===== src/rtl/router_ingress_ctrl.sv =====
// Ingress controller of the 1x3 router: header decode, byte steering into the output FIFOs, backpressure and parity.
// Optional macro PARITY_CHECK_EN compiles in the received-vs-computed parity compare.
module router_ingress_ctrl (
    input  logic       clock,
    input  logic       resetn,
    input  logic       pkt_valid,
    input  logic [7:0] data_in,
    input  logic [2:0] fifo_full,
    input  logic [2:0] fifo_empty,
    input  logic [2:0] soft_reset,
    output logic       busy,
    output logic [2:0] write_enb,
    output logic [7:0] dout,
    output logic       lfd_state,
    output logic       parity_done,
    output logic       err
);

    localparam logic [1:0] IDLE       = 2'd0;
    localparam logic [1:0] WAIT_EMPTY = 2'd1;
    localparam logic [1:0] XFER       = 2'd2;
    localparam logic [1:0] DROP       = 2'd3;

    logic [1:0] state_q, state_d;
    logic [1:0] addr_q, addr_d;
    logic [7:0] holdData_q, holdData_d;
    logic       holdValid_q, holdValid_d;
    logic       holdHdr_q, holdHdr_d;
    logic [6:0] rem_q, rem_d;
    logic       dropErr_q, dropErr_d;
`ifdef PARITY_CHECK_EN
    logic [7:0] acc_q, acc_d;
    logic [7:0] rxPar_q, rxPar_d;
`endif

    logic       selFull, selEmpty, selAbort, hdrEmpty;
    logic       aborting, writeWindow, doWrite, accept, parityWrite, parityBad, dropLast;
    logic [1:0] hdrAddr;
    logic [6:0] hdrRem;

    function automatic logic pick(input logic [2:0] v, input logic [1:0] a);
        case (a)
            2'd0:    return v[0];
            2'd1:    return v[1];
            2'd2:    return v[2];
            default: return 1'b0;
        endcase
    endfunction

    // The header write is allowed in the very cycle the selected FIFO reports empty.
    always_comb begin
        hdrAddr     = data_in[1:0];
        hdrRem      = {1'b0, data_in[7:2]} + 7'd1;
        hdrEmpty    = pick(fifo_empty, hdrAddr);
        selFull     = pick(fifo_full, addr_q);
        selEmpty    = pick(fifo_empty, addr_q);
        selAbort    = pick(soft_reset, addr_q);
        aborting    = ((state_q == WAIT_EMPTY) || (state_q == XFER)) && selAbort;
        writeWindow = (state_q == XFER) || ((state_q == WAIT_EMPTY) && selEmpty);
        doWrite     = holdValid_q && !selFull && writeWindow && !aborting;
        busy        = (state_q == WAIT_EMPTY) || (holdValid_q && selFull) ||
                      ((state_q == XFER) && (rem_q == 7'd0) && holdValid_q);
        accept      = pkt_valid && !busy;
        parityWrite = doWrite && (state_q == XFER) && (rem_q == 7'd0);
        dropLast    = (state_q == DROP) && accept && (rem_q == 7'd1);
`ifdef PARITY_CHECK_EN
        parityBad   = (rxPar_q != acc_q);
`else
        parityBad   = 1'b0;
`endif
        write_enb   = doWrite ? (3'b001 << addr_q) : 3'b000;
        dout        = holdData_q;
        lfd_state   = holdValid_q && holdHdr_q;
        parity_done = parityWrite;
        err         = (dropLast && dropErr_q) || (parityWrite && parityBad);
    end

    always_comb begin
        state_d     = state_q;
        addr_d      = addr_q;
        holdData_d  = holdData_q;
        holdValid_d = holdValid_q;
        holdHdr_d   = holdHdr_q;
        rem_d       = rem_q;
        dropErr_d   = dropErr_q;
`ifdef PARITY_CHECK_EN
        acc_d       = acc_q;
        rxPar_d     = rxPar_q;
`endif
        case (state_q)
            IDLE: begin
                if (accept) begin
                    rem_d = hdrRem;
                    if (hdrAddr == 2'd3) begin
                        dropErr_d = 1'b1;
                        state_d   = DROP;
                    end else begin
                        addr_d      = hdrAddr;
                        holdData_d  = data_in;
                        holdValid_d = 1'b1;
                        holdHdr_d   = 1'b1;
`ifdef PARITY_CHECK_EN
                        acc_d       = data_in;
`endif
                        state_d     = hdrEmpty ? XFER : WAIT_EMPTY;
                    end
                end
            end
            WAIT_EMPTY: begin
                if (doWrite) holdValid_d = 1'b0;
                if (selEmpty) state_d = XFER;
            end
            XFER: begin
                if (doWrite) holdValid_d = 1'b0;
                if (accept) begin
                    holdData_d  = data_in;
                    holdValid_d = 1'b1;
                    holdHdr_d   = 1'b0;
                    rem_d       = rem_q - 7'd1;
`ifdef PARITY_CHECK_EN
                    if (rem_q == 7'd1) rxPar_d = data_in;
                    else               acc_d   = acc_q ^ data_in;
`endif
                end
                if (parityWrite) state_d = IDLE;
            end
            DROP: begin
                if (rem_q == 7'd0) begin
                    state_d = IDLE;
                end else if (accept) begin
                    rem_d = rem_q - 7'd1;
                    if (rem_q == 7'd1) state_d = IDLE;
                end
            end
            default: state_d = IDLE;
        endcase
        // An aborted packet drains silently: whatever is left is consumed without writes or err.
        if (aborting) begin
            holdValid_d = 1'b0;
            dropErr_d   = 1'b0;
            state_d     = DROP;
        end
    end

    always_ff @(posedge clock or negedge resetn) begin
        if (!resetn) begin
            state_q     <= IDLE;
            addr_q      <= 2'd0;
            holdData_q  <= 8'h00;
            holdValid_q <= 1'b0;
            holdHdr_q   <= 1'b0;
            rem_q       <= 7'd0;
            dropErr_q   <= 1'b0;
`ifdef PARITY_CHECK_EN
            acc_q       <= 8'h00;
            rxPar_q     <= 8'h00;
`endif
        end else begin
            state_q     <= state_d;
            addr_q      <= addr_d;
            holdData_q  <= holdData_d;
            holdValid_q <= holdValid_d;
            holdHdr_q   <= holdHdr_d;
            rem_q       <= rem_d;
            dropErr_q   <= dropErr_d;
`ifdef PARITY_CHECK_EN
            acc_q       <= acc_d;
            rxPar_q     <= rxPar_d;
`endif
        end
    end

endmodule

===== config.mk =====
export PLATFORM = sky130hd
export DESIGN_NAME = router_ingress_ctrl
export DESIGN_NICKNAME = d
export VERILOG_FILES = /design/src/rtl/router_ingress_ctrl.sv
export SDC_FILE = /design/constraint.sdc
export NUM_CORES = 1
export LEC_CHECK = 0
export CAP_MARGIN = 40
export CORE_MARGIN = 2
export CORE_UTILIZATION = 35
export CTS_CLUSTER_DIAMETER = 100
export DETAILED_ROUTE_END_ITERATION = 7
export SYNTH_ARGS = -nofsm -noshare
export SYNTH_HDL_FRONTEND = slang
export SYNTH_SLANG_ARGS = --single-unit

===== constraint.sdc =====
create_clock -name clock -period 6.5 [get_ports clock]
set_clock_uncertainty 0.1 [all_clocks]
set_input_delay 0.65 -clock clock [delete_from_list [all_inputs] [get_ports clock]]
set_output_delay 0.65 -clock clock [all_outputs]
set_load 0.005 [all_outputs]

==> results.toml <==
[run_status]
status = "finished clean"

[floorplan]
initial_core_util_pct = 36.1
fp-row-count = 24
die_x_um = 70.8
core_area_um2 = 4320
die_area_um2 = 5010
die-height_um = 70.8
io_pins = 35

[flow_run]
drv_cap = 0

[final_layout]
multi_input_area_um2 = 937
antenna_cells = 0
fin_area_um2 = 2020
drive_above_1_share_pct = 8.65
area_delta_synth_final_pct = 29.5
num-nets-final = 238
ff_latch_area_um2 = 551
nFillCells = 430

[clock_network]
cts_root_buf = "clkbuf_8"
clk_path_buf_depth = 2
cts_tree = "done"
cts_htree_levels = 1
clkSinkCount = 22
clk_latency_ns = 0.26
cts_resized = 0
clkTransAtPathRegs_ns = 0.08
cts_made_buffers = 3
cts_setup_buffers = 0
hold_buffers = 0

[logic_synthesis]
synth_cells = 176
ys_seq_area_share_pct = 35.3
synth_fp_nets = 205
synth.area.top_cells = "dfrtp_1 35%, ha_1 7.2%, mux2_2 5.8%"
ys_top_cells_by_count = "22 x dfrtp_1, 17 x o21ai_0, 16 x nor2_1, 13 x nand2_1, 12 x inv_1"
synth_ff_type = "dfrtp_1"
synth_top_cell_area_share_pct = 35.3
avgSynthCellArea_um2 = 8.87
synth_cell_types = 47
synth_enable_flop_cells = 0
synth_area_um2 = 1560
yosysWarnings = 0
synth.most_common_cell = "dfrtp_1"
synth_seq_cells = 22
synth_top_area_cell = "dfrtp_1"
async_reset_ff_share_pct = 100

[critical_path]
worstPathMaxFanout = 14
required_ns = 5.75
crit_type = "reg2out"
startpoint_type = "flop"
crit_path_end_kind = "output port"
arrival_ns = 2.63

[detailed_routing]
wl_per_cell_um = 14.5
vias = 1408
ant_nets = 0
remaining_drc_errors = 0
drtPass1Iterations = 4
vias_per_cell = 5.42
drt_iter0_drc = 55
routed_wl_mm = 3.76

[placed_design]
gp_congestion = 0.811
io_buffers = 34
postPlaceCellArea_um2 = 1970
dp_hpwl_mm = 2.92

[grt]
grt_overflow = 0
track_usage_pct = 16.1
grt_pass1_wl_mm = 6.50
grt_antenna_before_repair = 0
grt_max_degree = 18
first_global_vias = 1382

[sta]
worstMarginPinSlew_ns = 0.785
layout_min_cycle_time_ns = 3.38
final-setup-viol-count = 0
maxSlewHeadroom_pct = 47.5
hold_viol_final = 0
fin_crit_sh_pct = 51.9
drv_slew = 0
clock.fmax_ghz = 0.296
rsz0062_at_grt = "no"
fin_tns_setup_ns = 0

[hold_path]
hold_class = "reg2reg"

[power_and_ir_drop]
p_per_area_nw_per_um2 = 449
worst_ir_drop_vdd_mv = 0.173
leakagePower_nw = 0.820
path summary, 6_finish.rpt:
| check | slack, ns | end | startpoint | cells after the start |
|---|---|---|---|---|
| max | 3.12 | err | state_q[0] | 7 |
| min | 0.41 | dout[2] | dout[2] | 1 |
| max reg2reg | 3.71 | state_q[1] | state_q[0] | 8 |
| min reg2reg | 0.41 | dout[2] | dout[2] | 1 |
| max in group asynchronous | 5.32 | rem_q[6] | resetn | 2 |
| min in group asynchronous | 0.57 | state_q[0] | resetn | 1 |
report_power, final:
group	switching [W]	internal, W	leakage, nW
clock	0.0000471	0.0000540	0.0288
combinational	0.000273	0.000259	0.528
sequential	0.0000680	0.000206	0.263
total	0.000388	0.000519	0.820
registers in the layout (all words and copies together) (netlist names):
register     flops
holdValid_q      1
holdHdr_q        1
rem_q            7
state_q          2
dropErr_q        1
addr_q           2
dout             8
metrics by stage:
stage	utilization [%]	setup slack (ns)	hold slack, ns	total power, W	std cells
floorplan	-	4.14	0.254	0.000633	176
global placement	44.8	3.26	0.386	0.000807	255
detailed placement	45.5	3.22	0.393	0.000809	256
CTS	46.7	3.09	0.413	0.000916	260
global route	46.7	2.94	0.418	0.000996	260
finish	46.7	3.12	0.409	0.000907	260
logic make-up after synthesis:
group / after synthesis / synth area share (%)
AOI/OAI and AO/OA: 53 / 23.3
and+or+nand+nor: 59 / 20.0
muxes: 12 / 8.34
adders and majority gates: 9 / 7.22
DFF: 22 / 35.3
buffers and inverters: 19 / 4.65
xor gates and xnor gates: 2 / 1.12
cells in the final DEF, fill, tap and decap left out, types with 2 or more instances in the layout:
cell type	count
a21oi_1	7
a31oi_1	5
and2_1	5
clkbuf_8	4
clkdlybuf4s50_1	34
dfrtp_1	22
ha_1	9
inv_1	12
mux2_2	8
mux2i_1	4
nand2_1	13
nand2b_1	2
nand3b_1	2
nor2_1	16
nor3_1	7
nor4_1	3
o211ai_1	3
o21a_1	2
o21ai_0	17
o22ai_1	3
or3_1	2
xor2_1	2
layout make-up:
class	count	area share (%)
clock buffers	4	2.72
flip-flops and latches	22	27.2
inverters	12	2.23
repair buffers	35	18.2
well taps	52	3.22
multi-input cells	135	46.4
metal layers:
metal	wire (um)	part of all wire, %	GRT usage (%)	vias up
li1	-	-	-	707
met1	1750	46	20.9	664
met4	46	1.2	3.77	0
met2	1820	48	27.3	33
met5	0	0	0	-
met3	152	4.0	3.42	4
critical path, stage by stage, from the launching register on:
cell             delay [ns]
dfrtp_1                0.40
inv_1                  0.10
ha_1                   0.38
and3b_4                0.28
a311oi_4               0.37
nand4_1                0.16
nor2_1                 0.15
clkdlybuf4s50_1        0.51
No activity file was read; power rests on OpenSTA's default activity.
